### config.mk
export PLATFORM = sky130hd
export DESIGN_NAME = fpu_apu_dispatcher_flat
export DESIGN_NICKNAME = d
export VERILOG_FILES = /design/src/rtl/fpu_apu_dispatcher_if.sv /design/src/rtl/fpu_apu_dispatcher.sv /design/src/flat_wrapper.sv
export SDC_FILE = /design/constraint.sdc
export NUM_CORES = 1
export LEC_CHECK = 0
export CAP_MARGIN = 20
export CORE_MARGIN = 3
export CORE_UTILIZATION = 35
export CTS_CLUSTER_SIZE = 28
export DETAILED_ROUTE_END_ITERATION = 6
export GPL_ROUTABILITY_DRIVEN = 0
export PLACE_DENSITY = 0.87
export SYNTH_ARGS = -nofsm -noshare
export SYNTH_HDL_FRONTEND = slang
export SYNTH_SLANG_ARGS = --single-unit
export TNS_END_PERCENT = 20
### constraint.sdc
create_clock -name clk -period 1.9 [get_ports clk]
set_input_delay 0.38 -clock clk [delete_from_list [all_inputs] [get_ports clk]]
set_output_delay 0.38 -clock clk [all_outputs]
set_load 0.005 [all_outputs]
### src/rtl/fpu_apu_dispatcher_if.sv
// Signal bundle between the core APU port, the dispatcher and the FPU datapath.
// The master modport is the surrounding system (core + FPU); the slave modport is the dispatcher.
interface fpu_apu_dispatcher_if #(
  parameter int FLEN     = 32,
  parameter int NARGS    = 3,
  parameter int WOP      = 6,
  parameter int NDSFLAGS = 15,
  parameter int NUSFLAGS = 5
);
  // Handshakes: core side is req/gnt, and a request transfers in the cycle where apu_req_i
  // and apu_gnt_o are both high. FPU issue is valid/ready, and a request transfers in the cycle
  // where fpu_in_valid_o and fpu_in_ready_i are both high. Once valid is raised, it and its
  // payload stay stable until ready. Results return as one-cycle pulses:
  // fpu_out_valid_i from the FPU and apu_rvalid_o to the core.
  logic                  apu_req_i;
  logic                  apu_gnt_o;
  logic [NARGS*FLEN-1:0] apu_operands_i;
  logic [WOP-1:0]        apu_op_i;
  logic [NDSFLAGS-1:0]   apu_flags_i;
  logic                  apu_rvalid_o;
  logic [FLEN-1:0]       apu_result_o;
  logic [NUSFLAGS-1:0]   apu_flags_o;
  logic [2:0]            frm_i;
  logic                  flush_i;
  logic                  fflags_clr_i;
  logic [NUSFLAGS-1:0]   fflags_o;
  logic                  fpu_in_valid_o;
  logic                  fpu_in_ready_i;
  logic [NARGS*FLEN-1:0] fpu_operands_o;
  logic [WOP-1:0]        fpu_op_o;
  logic [2:0]            fpu_rm_o;
  logic                  fpu_out_valid_i;
  logic [FLEN-1:0]       fpu_result_i;
  logic [NUSFLAGS-1:0]   fpu_status_i;
  logic [1:0]            dbg_state;

  modport master (
    output apu_req_i, apu_operands_i, apu_op_i, apu_flags_i, frm_i, flush_i, fflags_clr_i,
           fpu_in_ready_i, fpu_out_valid_i, fpu_result_i, fpu_status_i,
    input  apu_gnt_o, apu_rvalid_o, apu_result_o, apu_flags_o, fflags_o,
           fpu_in_valid_o, fpu_operands_o, fpu_op_o, fpu_rm_o, dbg_state
  );

  modport slave (
    input  apu_req_i, apu_operands_i, apu_op_i, apu_flags_i, frm_i, flush_i, fflags_clr_i,
           fpu_in_ready_i, fpu_out_valid_i, fpu_result_i, fpu_status_i,
    output apu_gnt_o, apu_rvalid_o, apu_result_o, apu_flags_o, fflags_o,
           fpu_in_valid_o, fpu_operands_o, fpu_op_o, fpu_rm_o, dbg_state
  );
endinterface

### src/rtl/fpu_apu_dispatcher.sv
// Single-outstanding bridge from the core APU port to the FPU: resolves rounding mode,
// issues with valid/ready, returns a one-cycle rvalid and keeps sticky fflags.
module fpu_apu_dispatcher #(
  parameter int FLEN     = 32,
  parameter int NARGS    = 3,
  parameter int WOP      = 6,
  parameter int NDSFLAGS = 15,
  parameter int NUSFLAGS = 5
) (
  input logic                 clk,
  input logic                 rst,
  fpu_apu_dispatcher_if.slave bus
);
  typedef enum logic [1:0] {
    IDLE  = 2'd0,
    ISSUE = 2'd1,
    WAIT  = 2'd2,
    RESP  = 2'd3
  } state_t;

  localparam logic [FLEN-1:0]     CANON_NAN = FLEN'(32'h7FC0_0000);
  localparam logic [NUSFLAGS-1:0] FLAG_NV   = NUSFLAGS'(5'b10000);

  state_t     state;
  logic       drop;
  logic       gnt;
  logic [2:0] rm_res;
  logic       rm_bad;
  logic       kill;
  logic       unused_flags;

  assign gnt           = bus.apu_req_i & (state == IDLE) & ~bus.flush_i;
  assign bus.apu_gnt_o = gnt;
  assign bus.dbg_state = state;
  assign rm_res        = (bus.apu_flags_i[2:0] == 3'b111) ? bus.frm_i : bus.apu_flags_i[2:0];
  // 101/110 are reserved encodings; a dynamic RM of 111 in frm_i is illegal as well
  assign rm_bad        = (rm_res >= 3'b101);
  // a flush arriving in the completion cycle discards that result too
  assign kill          = drop | bus.flush_i;
  assign unused_flags  = ^bus.apu_flags_i[NDSFLAGS-1:3];

  always_ff @(posedge clk) begin
    if (rst) begin
      state              <= IDLE;
      drop               <= 1'b0;
      bus.apu_rvalid_o   <= 1'b0;
      bus.apu_result_o   <= '0;
      bus.apu_flags_o    <= '0;
      bus.fflags_o       <= '0;
      bus.fpu_in_valid_o <= 1'b0;
      bus.fpu_operands_o <= '0;
      bus.fpu_op_o       <= '0;
      bus.fpu_rm_o       <= 3'b000;
    end else begin
      bus.apu_rvalid_o <= 1'b0;
      if (bus.fflags_clr_i) bus.fflags_o <= '0;
      case (state)
        IDLE: begin
          drop <= 1'b0;
          if (gnt) begin
            bus.fpu_operands_o <= bus.apu_operands_i;
            bus.fpu_op_o       <= bus.apu_op_i;
            if (rm_bad) begin
              bus.apu_result_o <= CANON_NAN;
              bus.apu_flags_o  <= FLAG_NV;
              bus.apu_rvalid_o <= 1'b1;
              state            <= RESP;
            end else begin
              bus.fpu_rm_o       <= rm_res;
              bus.fpu_in_valid_o <= 1'b1;
              state              <= ISSUE;
            end
          end
        end
        ISSUE: begin
          if (bus.flush_i) drop <= 1'b1;
          if (bus.fpu_in_ready_i) begin
            bus.fpu_in_valid_o <= 1'b0;
            if (bus.fpu_out_valid_i) begin
              if (kill) begin
                drop  <= 1'b0;
                state <= IDLE;
              end else begin
                bus.apu_result_o <= bus.fpu_result_i;
                bus.apu_flags_o  <= bus.fpu_status_i;
                bus.apu_rvalid_o <= 1'b1;
                state            <= RESP;
              end
            end else begin
              state <= WAIT;
            end
          end
        end
        WAIT: begin
          if (bus.flush_i) drop <= 1'b1;
          if (bus.fpu_out_valid_i) begin
            if (kill) begin
              drop  <= 1'b0;
              state <= IDLE;
            end else begin
              bus.apu_result_o <= bus.fpu_result_i;
              bus.apu_flags_o  <= bus.fpu_status_i;
              bus.apu_rvalid_o <= 1'b1;
              state            <= RESP;
            end
          end
        end
        RESP: begin
          // clear takes effect before the OR so a coincident clear keeps this op's flags
          bus.fflags_o <= (bus.fflags_clr_i ? '0 : bus.fflags_o) | bus.apu_flags_o;
          state        <= IDLE;
        end
        default: state <= IDLE;
      endcase
    end
  end
endmodule

### src/flat_wrapper.sv
// flat-port wrapper written by rule: the top's interface ports become plain ports
module fpu_apu_dispatcher_flat 
#(
  parameter int FLEN     = 32,
  parameter int NARGS    = 3,
  parameter int WOP      = 6,
  parameter int NDSFLAGS = 15,
  parameter int NUSFLAGS = 5
)
  (clk, rst, bus_apu_req_i, bus_apu_operands_i, bus_apu_op_i, bus_apu_flags_i, bus_frm_i, bus_flush_i, bus_fflags_clr_i, bus_fpu_in_ready_i, bus_fpu_out_valid_i, bus_fpu_result_i, bus_fpu_status_i, bus_apu_gnt_o, bus_apu_rvalid_o, bus_apu_result_o, bus_apu_flags_o, bus_fflags_o, bus_fpu_in_valid_o, bus_fpu_operands_o, bus_fpu_op_o, bus_fpu_rm_o, bus_dbg_state);
  fpu_apu_dispatcher_if #(.FLEN(FLEN), .NARGS(NARGS), .WOP(WOP), .NDSFLAGS(NDSFLAGS), .NUSFLAGS(NUSFLAGS)) bus_i ();
  input logic clk;
  input logic rst;
  input wire logic [$bits(bus_i.apu_req_i)-1:0] bus_apu_req_i;
  input wire logic [$bits(bus_i.apu_operands_i)-1:0] bus_apu_operands_i;
  input wire logic [$bits(bus_i.apu_op_i)-1:0] bus_apu_op_i;
  input wire logic [$bits(bus_i.apu_flags_i)-1:0] bus_apu_flags_i;
  input wire logic [$bits(bus_i.frm_i)-1:0] bus_frm_i;
  input wire logic [$bits(bus_i.flush_i)-1:0] bus_flush_i;
  input wire logic [$bits(bus_i.fflags_clr_i)-1:0] bus_fflags_clr_i;
  input wire logic [$bits(bus_i.fpu_in_ready_i)-1:0] bus_fpu_in_ready_i;
  input wire logic [$bits(bus_i.fpu_out_valid_i)-1:0] bus_fpu_out_valid_i;
  input wire logic [$bits(bus_i.fpu_result_i)-1:0] bus_fpu_result_i;
  input wire logic [$bits(bus_i.fpu_status_i)-1:0] bus_fpu_status_i;
  output wire logic [$bits(bus_i.apu_gnt_o)-1:0] bus_apu_gnt_o;
  output wire logic [$bits(bus_i.apu_rvalid_o)-1:0] bus_apu_rvalid_o;
  output wire logic [$bits(bus_i.apu_result_o)-1:0] bus_apu_result_o;
  output wire logic [$bits(bus_i.apu_flags_o)-1:0] bus_apu_flags_o;
  output wire logic [$bits(bus_i.fflags_o)-1:0] bus_fflags_o;
  output wire logic [$bits(bus_i.fpu_in_valid_o)-1:0] bus_fpu_in_valid_o;
  output wire logic [$bits(bus_i.fpu_operands_o)-1:0] bus_fpu_operands_o;
  output wire logic [$bits(bus_i.fpu_op_o)-1:0] bus_fpu_op_o;
  output wire logic [$bits(bus_i.fpu_rm_o)-1:0] bus_fpu_rm_o;
  output wire logic [$bits(bus_i.dbg_state)-1:0] bus_dbg_state;
  assign bus_i.apu_req_i = bus_apu_req_i;
  assign bus_i.apu_operands_i = bus_apu_operands_i;
  assign bus_i.apu_op_i = bus_apu_op_i;
  assign bus_i.apu_flags_i = bus_apu_flags_i;
  assign bus_i.frm_i = bus_frm_i;
  assign bus_i.flush_i = bus_flush_i;
  assign bus_i.fflags_clr_i = bus_fflags_clr_i;
  assign bus_i.fpu_in_ready_i = bus_fpu_in_ready_i;
  assign bus_i.fpu_out_valid_i = bus_fpu_out_valid_i;
  assign bus_i.fpu_result_i = bus_fpu_result_i;
  assign bus_i.fpu_status_i = bus_fpu_status_i;
  assign bus_apu_gnt_o = bus_i.apu_gnt_o;
  assign bus_apu_rvalid_o = bus_i.apu_rvalid_o;
  assign bus_apu_result_o = bus_i.apu_result_o;
  assign bus_apu_flags_o = bus_i.apu_flags_o;
  assign bus_fflags_o = bus_i.fflags_o;
  assign bus_fpu_in_valid_o = bus_i.fpu_in_valid_o;
  assign bus_fpu_operands_o = bus_i.fpu_operands_o;
  assign bus_fpu_op_o = bus_i.fpu_op_o;
  assign bus_fpu_rm_o = bus_i.fpu_rm_o;
  assign bus_dbg_state = bus_i.dbg_state;
  fpu_apu_dispatcher #(.FLEN(FLEN), .NARGS(NARGS), .WOP(WOP), .NDSFLAGS(NDSFLAGS), .NUSFLAGS(NUSFLAGS)) u_core (.clk(clk), .rst(rst), .bus(bus_i));
endmodule
After elaboration in Yosys (flattened, before gate mapping)
Index checks and enable logic that the tools add are counted.
{ "totals": {"register_bits": 152, "inputBits": 164, "out_inout_bits": 152, "word_cells": 71} }
{ "classes": {"magnitude_cmp": 1, "eq_ne": 9, "mux": 37, "n_bitwise": 6, "n_reduce_logical": 8} }
{ "ops": {"columns": ["cell", "n"], "rows": [
  ["two-way mux 32 bit", 5],
  ["case mux 32 bit (3 select lines)", 1],
  ["two-way mux 5 bit", 7],
  ["case mux 5 bit (3 select lines)", 1],
  ["two-way mux 1 bit", 12],
  ["two-way mux 2 bit", 6],
  ["!= test 2 bit, second input constant", 4],
  ["case mux 2 bit (4 select lines)", 1],
  ["AND reduction 4 bit", 2],
  ["case mux 1 bit (3 select lines)", 2],
  ["AND reduction 3 bit", 2],
  ["OR 5 bit", 1],
  ["equality test 2 bit, second input constant", 2],
  ["equality test 3 bit, second input constant", 1],
  [">= comparator 3 bit, second input constant", 1],
  ["two-way mux 3 bit", 1],
  ["nonzero test 3 bit", 1],
  ["bitwise AND 1 bit", 2],
  ["equality test 2 x 1 -> 1 bit, second input constant", 1],
  ["logical NOT 2 bit", 1],
  ["!= test 2 x 1 -> 1 bit, second input constant", 1],
  ["NOT 1 bit", 2],
  ["case mux 1 bit (2 select lines)", 1],
  ["AND reduction 2 bit", 1],
  ["other kinds (2)", 2]
]} }

Depth between registers and ports, before layout
Gate-level depths: netlist (run 1).
{ "logic_depth": {"ltp_word": 6, "mapped_depth": 11, "ltp_nobuf": 7} }

Worst setup path before layout (run 1)
OpenSTA, ideal clock, no wires.
{ "synth_timing": {"path_type": "register to register", "start": "register u_core.state[0] (netlist: u_core.bus.dbg_state[0])", "end": "register u_core.bus.apu_result_o[28]", "setup_ns": 0.091, "arrival_time_ns": 2.031, "required_time_ns": 1.809, "slack_ns": -0.222, "path_stages_with_launch": 9, "path_buffers": 2, "period_less_slack_ns": 2.122, "path_cell_list": "dfxtp_1 inv_1 ha_1 buf_2 and3_1 a211oi_2 buf_2 a21oi_1 a311oi_1"} }
{ "synth_via": {"elab_chain_len": 5, "word_cells_on_any_way": 11, "cone_classes": "5 x eq/ne; 1 x mux; 2 x bitwise; 3 x reduce/logical"} }
{ "synth_lines": {"columns": ["element", "line", "text"], "rows": [
  ["start: declaration", "fpu_apu_dispatcher.sv:24", "state_t state;"],
  ["start signal: assignment", "fpu_apu_dispatcher.sv:44", "state <= IDLE;"],
  ["start signal: assignment", "fpu_apu_dispatcher.sv:67", "state <= RESP;"],
  ["start signal: assignment", "fpu_apu_dispatcher.sv:71", "state <= ISSUE;"],
  ["logical NOT 2 bit", "fpu_apu_dispatcher.sv:32, fpu_apu_dispatcher.sv:57", null],
  ["bitwise AND 1 bit (2 in a row)", "fpu_apu_dispatcher.sv:32", "assign gnt = bus.apu_req_i & (state == IDLE) & ~bus.flush_i;"],
  ["!= test 2 bit (no line)", null, null],
  ["AND reduction 4 bit (no line)", null, null],
  ["end signal: assignment", "fpu_apu_dispatcher.sv:84", "bus.apu_result_o <= bus.fpu_result_i;"],
  ["end signal: assignment", "fpu_apu_dispatcher.sv:101", "bus.apu_result_o <= bus.fpu_result_i;"],
  ["end: declaration", "fpu_apu_dispatcher_if.sv:47", "output apu_gnt_o, apu_rvalid_o, apu_result_o, apu_flags_o, fflags_o,"]
]} }
Parallel ways exist; a longest one is shown, timed or not.
A chain may end at the register's enable or synchronous reset.

Worst setup path in the final report (run 1)
{ "layout_timing": {"start": "register u_core.state[1] (netlist: u_core.bus.dbg_state[1])", "end": "register u_core.bus.apu_result_o[2]"} }
Same word-level chain as after synthesis.

==> flow_summary_export.csv, run 1 <==
group,metric,value,unit
run_status,outcome,"complete, but fails checks",
run_status,violations,"setup timing",
route,drt_pre_antenna_iters,6,
placed_design,place_area,0.00923,mm2
route,ant_nets,0,
timing,slew_headroom,71.9,%
floorplan,die_x,134,um
cells_and_area,n_fill_cell,1253,
pwr,power.leakage,3.62,nW
critical_path,end_kind,"flop",
route,routed_wl,20100,um
clock_tree,clock_sink_count,152,
clock_tree,cts_root_buffer,"clkbuf_16",
logic_synthesis,synth_top_cell_by_area,"dfxtp_1",
floorplan,core,0.0155,mm2
timing,drv_slew,0,
cells_and_area,mostFrequentLayoutCells,"300 x clkdlybuf4s50_1, 207 x nand2_1, 150 x dfxtp_1, 140 x a21oi_1, 38 x buf_4",
timing,rsz0062_at_grt,"yes",
floorplan,die_area,0.0178,mm2
cells_and_area,final_area,0.0100,mm2
logic_synthesis,synth_seq_cells,152,
pwr,pwr-share-clk,26.4,%
floorplan,io_pins,316,
grt,grt_pass1_vias,5993,
floorplan,initial_core_util,36.6,%
route,avgViaCountPerCell,4.99,
grt,grt_max_degree,75,
logic_synthesis,synth-edff-count,0,
logic_synthesis,synth_area,0.00569,mm2
logic_synthesis,syn_nets,874,
timing,fin_tns_setup,-1.97,ns
logic_synthesis,synth_cell_types,38,
min_path,hold_path_class,"primary input to flop",
timing,final_hold_viol_count,0,
timing,worstMarginPinSlew,0.421,ns
grt,grt_pass1_wl,30900,um
timing,final.min_clock_period,1.98,ns
pwr,p_sw_share,34.3,%
timing,setup_ws,-0.0801,ns
grt,grt_usage,21.4,%
clock_tree,holdBufCountCts,0,
logic_synthesis,yosysSeqAreaShare,53.4,%
logic_synthesis,synth_flop_cell,"dfxtp_1",
floorplan,fp.dieH,134,um
critical_path,worstSetupPathType,"flop to flop",
pwr,p_sw,0.00433,W
run,cap_violations,0,
critical_path,worstPathMaxFanout,18,
grt,overflow,0,
clock_tree,clock_latency,0.41,ns
timing,skew,0.00633,ns
placed_design,placedCellCount,1205,
route,drtIter0Drc,293,
floorplan,rows,45,
placed_design,dp.final_hpwl,14100,um
clock_tree,clockBufferDepth,2,
critical_path,cp.arrival,2.32,ns
cells_and_area,fin_cells,1244,
clock_tree,clk_transition_reported_paths,0.06,ns
route,drc_errors,0,
grt,antenna_found_initial,2,
cells_and_area,drive_above_1_share,11.3,%
route,via_count,6208,
critical_path,worstSetupStartpointType,"flop",
cells_and_area,fin_nets,1189,
pwr,intPower,0.00831,W
route,avgRoutedWirePerCell,16.1,um
placed_design,pre_cts_ws,-0.481,ns
logic_synthesis,synth-warning-count,0,
logic_synthesis,syn_inst,704,
logic_synthesis,ys_async_sr_fraction,0,%
pwr,p_comb_share,42.0,%
cells_and_area,multi_input_comb_area,0.00248,mm2
logic_synthesis,netlist_top_cells_area,"dfxtp_1 53%, nand2_1 14%, a21oi_1 13%, clkbuf_1 3.0%, nand4_1 3.0%",
pwr,power_density,1260,mW/mm2
critical_path,crit_required,2.24,ns
timing,setup-violations-final,38,
pwr,pwr-share-seq,31.6,%
logic_synthesis,avgSynthCellArea,8.09,um2
clock_tree,htreeDepth,4,
timing,final.period_utilization,104,%
cells_and_area,regArea,0.00305,mm2
pwr,irDropWorstVdd,0.00105,V
timing,holdWs,0.347,ns
clock_tree,numCtsBuffers,17,
cells_and_area,area_growth,76.1,%
clock_tree,cts_tree,"yes",
placed_design,portBuffers,303,
logic_synthesis,synth_top_area_share,53.4,%
timing,max_freq,505,MHz
cells_and_area,layout_commonest_cell,"clkdlybuf4s50_1",
==> synth_stat cells (2+ instances only) <==
| library cell | number |
|---|---|
| a22oi_1 | 5 |
| inv_1 | 18 |
| nor2b_1 | 2 |
| o21ai_0 | 33 |
| buf_4 | 2 |
| a21oi_1 | 147 |
| nor2_1 | 10 |
| dfxtp_1 | 152 |
| ha_1 | 6 |
| buf_2 | 8 |
| nand2_1 | 207 |
| or3_1 | 2 |
| a21o_1 | 3 |
| nor3_1 | 2 |
| nand4_1 | 27 |
| a311oi_1 | 11 |
| clkbuf_1 | 46 |
| a211o_1 | 2 |
| or2_2 | 2 |
==> what timing repair did <==
item,4_1_cts,5_1_grt
resized for setup,26,13
cloned,1,3
endpoints found under the hold margin,0,0
pin swaps,19,35
setup endpoints to repair,59,39
setup buffers,2,1
==> power groups by stage <==
stage	sequential [W]	clock [W]	combinational (W)
2_1_floorplan	0.00407	0	0.00246
3_3_place_gp	0.00402	0	0.00463
3_5_place_dp	0.00404	0	0.00469
4_1_cts	0.00399	0.00340	0.00508
5_1_grt	0.00405	0.00354	0.00571
6_report	0.00399	0.00333	0.00531
==> through the flow <==
| step | utilization (%) | power [W] |
|---|---|---|
| after detailed placement | 59.4 | 0.00873 |
| after floorplan | - | 0.00653 |
| after global placement | 59.4 | 0.00865 |
| final | 64.5 | 0.0126 |
| after global routing | 64.5 | 0.0133 |
| after CTS | 63.8 | 0.0125 |
==> registers in the layout, summed over array words and instances (netlist names) <==
name,count
u_core.bus.fpu_operands_o,96
u_core.bus.apu_result_o,32
u_core.bus.fpu_op_o,6
u_core.bus.apu_flags_o,5
u_core.bus.fflags_o,5
u_core.bus.fpu_rm_o,3
u_core.bus.dbg_state,2
u_core.bus.apu_rvalid_o,1
u_core.bus.fpu_in_valid_o,1
u_core.drop,1
==> logic make-up (layout without fill, tap and decap cells) <==
kind of cell,after synthesis,count (layout),synth area share [%]
other,0,1,0
DFF,152,152,53.4
adders and majority gates,6,6,1.32
buffers and inverters,76,404,5.45
and+or+nand+nor,259,259,19.1
AOI/OAI and AO/OA,211,211,20.7
==> cell type report <==
cell class                      instances  area share, %
Timing Repair Buffer                  353           35.6
Inverter                               19          0.761
Clock inverter                         11           1.21
Multi-Input combinational cell        476           24.8
Sequential cell                       152           30.4
Clock buffer                           21           4.59
Antenna cell                            1         0.0250
Tap cell                              211           2.63
==> metal layers <==
layer | up-vias | GRT usage [%] | share of wire, %
li1 | 3027 | - | -
met1 | 2889 | 24.8 | 39
met2 | 258 | 36.3 | 49
met3 | 32 | 8.27 | 9.5
met4 | 2 | 7.09 | 2.1
met5 | - | 0 | 0.065
==> path summary, 6_finish.rpt <==
| kind | startpoint | to | slack [ns] | cells after the start |
|---|---|---|---|---|
| setup / recovery | u_core.bus.dbg_state[1] | u_core.bus.apu_result_o[2] | -0.08 | 10 |
| hold / removal | rst | u_core.bus.fflags_o[4] | 0.35 | 2 |
| setup reg to reg | u_core.bus.dbg_state[1] | u_core.bus.apu_result_o[2] | -0.08 | 10 |
| hold reg to reg | u_core.bus.fpu_operands_o[56] | u_core.bus.fpu_operands_o[56] | 0.45 | 2 |
==> critical path: stages, from the launching register on <==
cell and delay [ns]:
dfxtp_4 0.38, inv_2 0.05, ha_4 0.15, buf_4 0.14, and3_4 0.17, buf_4 0.13
a211oi_4 0.22, buf_6 0.18, clkbuf_16 0.19, nand4_1 0.13, a21oi_1 0.15
(Power assumes the default switching activity.)
==> run 2: changes to the inputs <==
- SKIP_CTS_REPAIR_TIMING: not set -> 1
- SKIP_LAST_GASP: not set -> 1
==> run 2 against run 1 <==
The flow still finishes with violations (setup timing). Wire length rose by 0.95%. Sequential cell count did not move. Total power rose by 1.1%.
==> flow_summary_export.csv, run 2 (same netlist as run 1, synthesis figures left out) <==
group,metric,value,unit
placed_design,portBuffers,303,
grt,grt_pass1_vias,5920,
cells_and_area,area_growth,75.9,%
floorplan,rows,45,
cells_and_area,multi_input_comb_area,0.00241,mm2
critical_path,r2r_end,"u_core.bus.apu_flags_o[0]",
grt,grt_pass1_wl,30200,um
route,routed_wl,20300,um
pwr,p_total,0.0128,W
clock_tree,numCtsBuffers,17,
route,avgRoutedWirePerCell,16.3,um
cells_and_area,drive_above_1_share,9.95,%
critical_path,crit_required,2.19,ns
clock_tree,cts_root_buffer,"clkbuf_16",
floorplan,fp.dieH,134,um
critical_path,cp-endpoint,"u_core.bus.apu_flags_o[0]",
grt,grt_usage,20.9,%
route,drtIter0Drc,322,
timing,worstMarginPinSlew,0.413,ns
route,drc_errors,0,
timing,setup-violations-final,37,
min_path,hold_path_class,"primary input to flop",
placed_design,dp.final_hpwl,14100,um
run_status,outcome,"complete, but fails checks",
pwr,irDropWorstVdd,0.000829,V
timing,final.min_clock_period,2.11,ns
clock_tree,htreeDepth,4,
timing,rsz0062_at_grt,"yes",
critical_path,cp.arrival,2.40,ns
route,drt_pre_antenna_iters,5,
cells_and_area,mostFrequentLayoutCells,"300 x clkdlybuf4s50_1, 207 x nand2_1, 150 x dfxtp_1, 144 x a21oi_1, 37 x buf_4",
critical_path,r2r-start,"u_core.bus.dbg_state[1]",
floorplan,die_area,0.0178,mm2
grt,antenna_found_initial,2,
floorplan,io_pins,316,
critical_path,worstPathMaxFanout,20,
critical_path,worstSetupStartpointType,"flop",
critical_path,reg2reg_slack,-0.21,ns
floorplan,initial_core_util,36.6,%
clock_tree,clock_latency,0.41,ns
grt,overflow,0,
grt,grt_max_degree,75,
cells_and_area,regMostFlops,"u_core.bus.fpu_operands_o",
run_status,violations,"setup timing",
critical_path,end_kind,"flop",
timing,drv_slew,0,
clock_tree,clockBufferDepth,2,
cells_and_area,n_fill_cell,1245,
route,via_count,6214,
pwr,power.leakage,3.66,nW
cells_and_area,layout_commonest_cell,"clkdlybuf4s50_1",
timing,setup_ws,-0.207,ns
clock_tree,cts_tree,"yes",
cells_and_area,top_regs,"u_core.bus.fpu_operands_o (96), u_core.bus.apu_result_o (32), u_core.bus.fpu_op_o (6)",
route,avgViaCountPerCell,4.98,
cells_and_area,largest_register_ffs,96,
floorplan,core,0.0155,mm2
timing,fin_tns_setup,-3.75,ns
timing,slew_headroom,72.5,%
floorplan,die_x,134,um
timing,final.period_utilization,111,%
pwr,power_density,1280,mW/mm2
run,cap_violations,0,
clock_tree,clk_transition_reported_paths,0.06,ns
clock_tree,clock_sink_count,152,
cells_and_area,regArea,0.00305,mm2
critical_path,worstSetupPathType,"flop to flop",
timing,max_freq,475,MHz
timing,skew,0.00569,ns
timing,final_hold_viol_count,0,
critical_path,ff2ff_path_depth,6,
critical_path,cp-startpoint,"u_core.bus.dbg_state[1]",
cells_and_area,fin_nets,1192,
route,ant_nets,0,
[run 2: report_power, final]
part / internal (W) / switching [W]
Sequential: 0.00370 / 0.000283
Combinational: 0.00278 / 0.00268
Clock: 0.00200 / 0.00133
[run 2: through the flow]
stage	utilization (%)	setup slack (ns)	cell area [um2]	hold slack (ns)	std cells
2_1_floorplan	-	-0.0542	5790	0.453	704
3_3_place_gp	59.4	-0.435	9230	0.440	1205
3_5_place_dp	59.4	-0.481	9230	0.446	1205
4_1_cts	63.1	-0.549	9810	0.321	1237
5_1_grt	64.4	-0.266	10000	0.347	1247
6_report	64.4	-0.207	10000	0.340	1247
[run 2: worst min path at each step]
stage                             startpoint                            end  slack, ns  depth (start not counted)
6_report                                 rst         u_core.bus.fflags_o[4]       0.34                          2
5_1_grt                                  rst  u_core.bus.fpu_operands_o[73]       0.35                          2
4_1_cts                                  rst         u_core.bus.fflags_o[4]       0.32                          2
3_5_place_dp   u_core.bus.fpu_operands_o[71]  u_core.bus.fpu_operands_o[71]       0.45                          2
3_3_place_gp   u_core.bus.fpu_operands_o[86]  u_core.bus.fpu_operands_o[86]       0.44                          2
2_1_floorplan         u_core.bus.fpu_op_o[0]         u_core.bus.fpu_op_o[0]       0.45                          2
[run 2: final cells by class]
cell class                      instances  area share [%]
Timing Repair Buffer                  356            36.3
Sequential cell                       152            30.5
Multi-Input combinational cell        476            24.0
Clock buffer                           21            4.60
Tap cell                              211            2.64
Clock inverter                         11            1.21
Inverter                               19           0.737
Antenna cell                            1          0.0250
[run 2: layer usage]
metal  vias up  track usage [%]  part of all wire (%)
met4         2             7.77                   2.4
li1       3035                -                     -
met5         -                0                 0.064
met3        36             8.69                   9.9
met1      2865             23.7                    39
met2       276             35.4                    49
[run 2: critical path: stages (launching register included)]
cell and delay, ns:
dfxtp_4 0.36, ha_4 0.16, or4b_4 0.50, a221o_1 0.45, buf_12 0.20, o21ai_0 0.21
a21oi_1 0.11
==> run 3: changes to the inputs <==
- CORE_UTILIZATION: 35 -> 39
- PLACE_DENSITY: 0.87 -> 0.91
- SLEW_MARGIN: not set -> 20
- clock period: 1.9 -> 2.4 ns (I/O delays scaled with it)
==> run 3 against run 2 <==
The run now ends clean. Clock-buffer cell count increased by 3. Critical path depth unchanged. Sequential share of layout area grew 1.3 points. Sequential power down 21%. Final area decreased by 4.3%. Clock power shrank 23%. Final cell count is 4.7% lower. Non-clock buffer count shrank 24. Sequential cell count unchanged. Largest cell class unchanged.
==> flow_summary_export.csv, run 3 (same netlist as run 1, synthesis figures left out) <==
group,metric,value,unit
critical_path,worstSetupStartpointType,"flop",
timing,final.min_clock_period,2.20,ns
critical_path,slowest_stage,"or4b_4",
floorplan,io_pins,316,
cells_and_area,area_growth,68.3,%
cells_and_area,regMostFlops,"u_core.bus.fpu_operands_o",
cells_and_area,largest_register_ffs,96,
critical_path,worstSetupPathType,"flop to flop",
route,drtIter0Drc,392,
route,avgRoutedWirePerCell,16.4,um
clock_tree,cts_root_buffer,"clkbuf_16",
timing,skew,0.00824,ns
timing,max_freq,455,MHz
critical_path,reg2reg_slack,0.20,ns
clock_tree,htreeDepth,4,
floorplan,die_x,127,um
timing,final.period_utilization,91.7,%
critical_path,crit_required,2.70,ns
clock_tree,clockBufferDepth,2,
min_path,min_to,"u_core.bus.fpu_operands_o[24]",
timing,final_hold_viol_count,0,
pwr,irDropWorstVdd,0.000862,V
run_status,outcome,"finished clean",
floorplan,die_area,0.0161,mm2
run,cap_violations,0,
floorplan,core,0.0141,mm2
min_path,hold_path_class,"flop to flop",
grt,grt_max_degree,56,
placed_design,portBuffers,303,
critical_path,end_kind,"flop",
timing,rsz0062_at_grt,"no",
clock_tree,clk_transition_reported_paths,0.06,ns
critical_path,ff2ff_path_depth,6,
cells_and_area,drive_above_1_share,6.54,%
critical_path,crit_buf_inv,1,
clock_tree,cts_tree,"yes",
critical_path,crit_family,"compound AO/OA/AOI/OAI gates",
critical_path,worstPathMaxFanout,24,
pwr,power.leakage,3.48,nW
pwr,power_density,970,mW/mm2
floorplan,fp.dieH,127,um
route,via_count,6090,
cells_and_area,multi_input_comb_area,0.00235,mm2
critical_path,slowest_delay,0.56,ns
cells_and_area,mostFrequentLayoutCells,"301 x clkdlybuf4s50_1, 207 x nand2_1, 152 x dfxtp_1, 147 x a21oi_1, 33 x o21ai_0",
placed_design,dp.final_hpwl,13600,um
cells_and_area,fin_nets,1168,
pwr,p_total,0.00930,W
grt,grt_usage,23.7,%
min_path,hp-start,"u_core.bus.fpu_operands_o[24]",
cells_and_area,layout_commonest_cell,"clkdlybuf4s50_1",
critical_path,r2r_end,"u_core.bus.apu_result_o[11]",
route,ant_nets,0,
min_path,whs_path_depth,2,
timing,worstMarginPinSlew,0.543,ns
grt,grt_pass1_wl,30700,um
critical_path,r2r-start,"u_core.bus.dbg_state[0]",
placed_design,placedCellCount,1159,
clock_tree,numCtsBuffers,17,
timing,setup-violations-final,0,
cells_and_area,n_antenna_cell,0,
timing,slew_headroom,63.8,%
timing,drv_slew,0,
floorplan,initial_core_util,40.4,%
cells_and_area,regArea,0.00304,mm2
timing,fin_tns_setup,0,ns
cells_and_area,top_regs,"u_core.bus.fpu_operands_o (96), u_core.bus.apu_result_o (32), u_core.bus.fpu_op_o (6)",
critical_path,cp.arrival,2.50,ns
cells_and_area,n_fill_cell,1079,
route,routed_wl,19500,um
critical_path,crit_chain,"ha_1 -> or4b_4 -> a221o_1 -> buf_12 -> o21ai_0 -> a21oi_1",
grt,grt_pass1_vias,6199,
route,drt_pre_antenna_iters,7,
floorplan,rows,43,
cells_and_area,fin_cells,1189,
clock_tree,clock_latency,0.42,ns
route,avgViaCountPerCell,5.12,
grt,overflow,0,
grt,antenna_found_initial,0,
timing,holdWs,0.452,ns
clock_tree,clock_sink_count,152,
route,drc_errors,0,
[run 3: cell types whose count changed in the layout (fill, tap and decap cells not counted), moves of 3 or more]
cell       previous run  this run
a21oi_2               3         0
clkbuf_8              2         5
a21oi_1             144       147
buf_4                37        24
o21ai_0              11        33
o21ai_1              22         0
clkbuf_16            22        17
buf_6                 4         0
[run 3: area by class of cell]
| type | count | share of cell area, % |
|---|---|---|
| tap | 180 | 2.35 |
| clock inverter | 6 | 0.679 |
| sequential | 152 | 31.7 |
| timing repair buffer | 332 | 34.7 |
| inverter | 19 | 0.744 |
| clock buffer | 24 | 5.23 |
| multi-input combinational | 476 | 24.6 |
[run 3: stage by stage]
step	utilization (%)	area, um2	worst slack [ns]
2_1_floorplan	-	5690	0.278
3_3_place_gp	63.9	9010	-0.0778
3_5_place_dp	63.9	9010	-0.0880
4_1_cts	68.0	9580	-0.256
5_1_grt	68.0	9590	0.0654
6_report	68.0	9590	0.200
[run 3: power breakdown]
| part | leakage (nW) | switching [W] | internal (W) |
|---|---|---|---|
| Combinational | 1.96 | 0.00187 | 0.00171 |
| Clock | 0.279 | 0.00102 | 0.00156 |
| Sequential | 1.24 | 0.000224 | 0.00292 |
[run 3: metal layers]
layer	global-route usage (%)	wire length [um]	vias to the layer above
met5	0	0	-
met2	41.0	9790	252
met3	9.31	1670	40
met1	26.7	7510	2825
li1	-	-	2973
met4	7.95	488	0
[run 3: worst reg2reg max path, cell delays in order (launching register included)]
cell	delay [ns]
dfxtp_1	0.37
ha_1	0.29
or4b_4	0.56
a221o_1	0.41
buf_12	0.20
o21ai_0	0.18
a21oi_1	0.09
[run 3: worst max path at each step]
stage	from	endpoint	slack, ns	depth (start not counted)
global route	u_core.bus.dbg_state[0]	u_core.bus.apu_flags_o[3]	0.07	7
floorplan	u_core.bus.dbg_state[0]	u_core.bus.apu_result_o[28]	0.28	8
global placement	bus_flush_i	bus_apu_gnt_o	-0.08	5
CTS	u_core.bus.dbg_state[0]	bus_apu_gnt_o	-0.26	6
finish	u_core.bus.dbg_state[0]	u_core.bus.apu_result_o[11]	0.20	6
detailed placement	bus_flush_i	bus_apu_gnt_o	-0.09	5
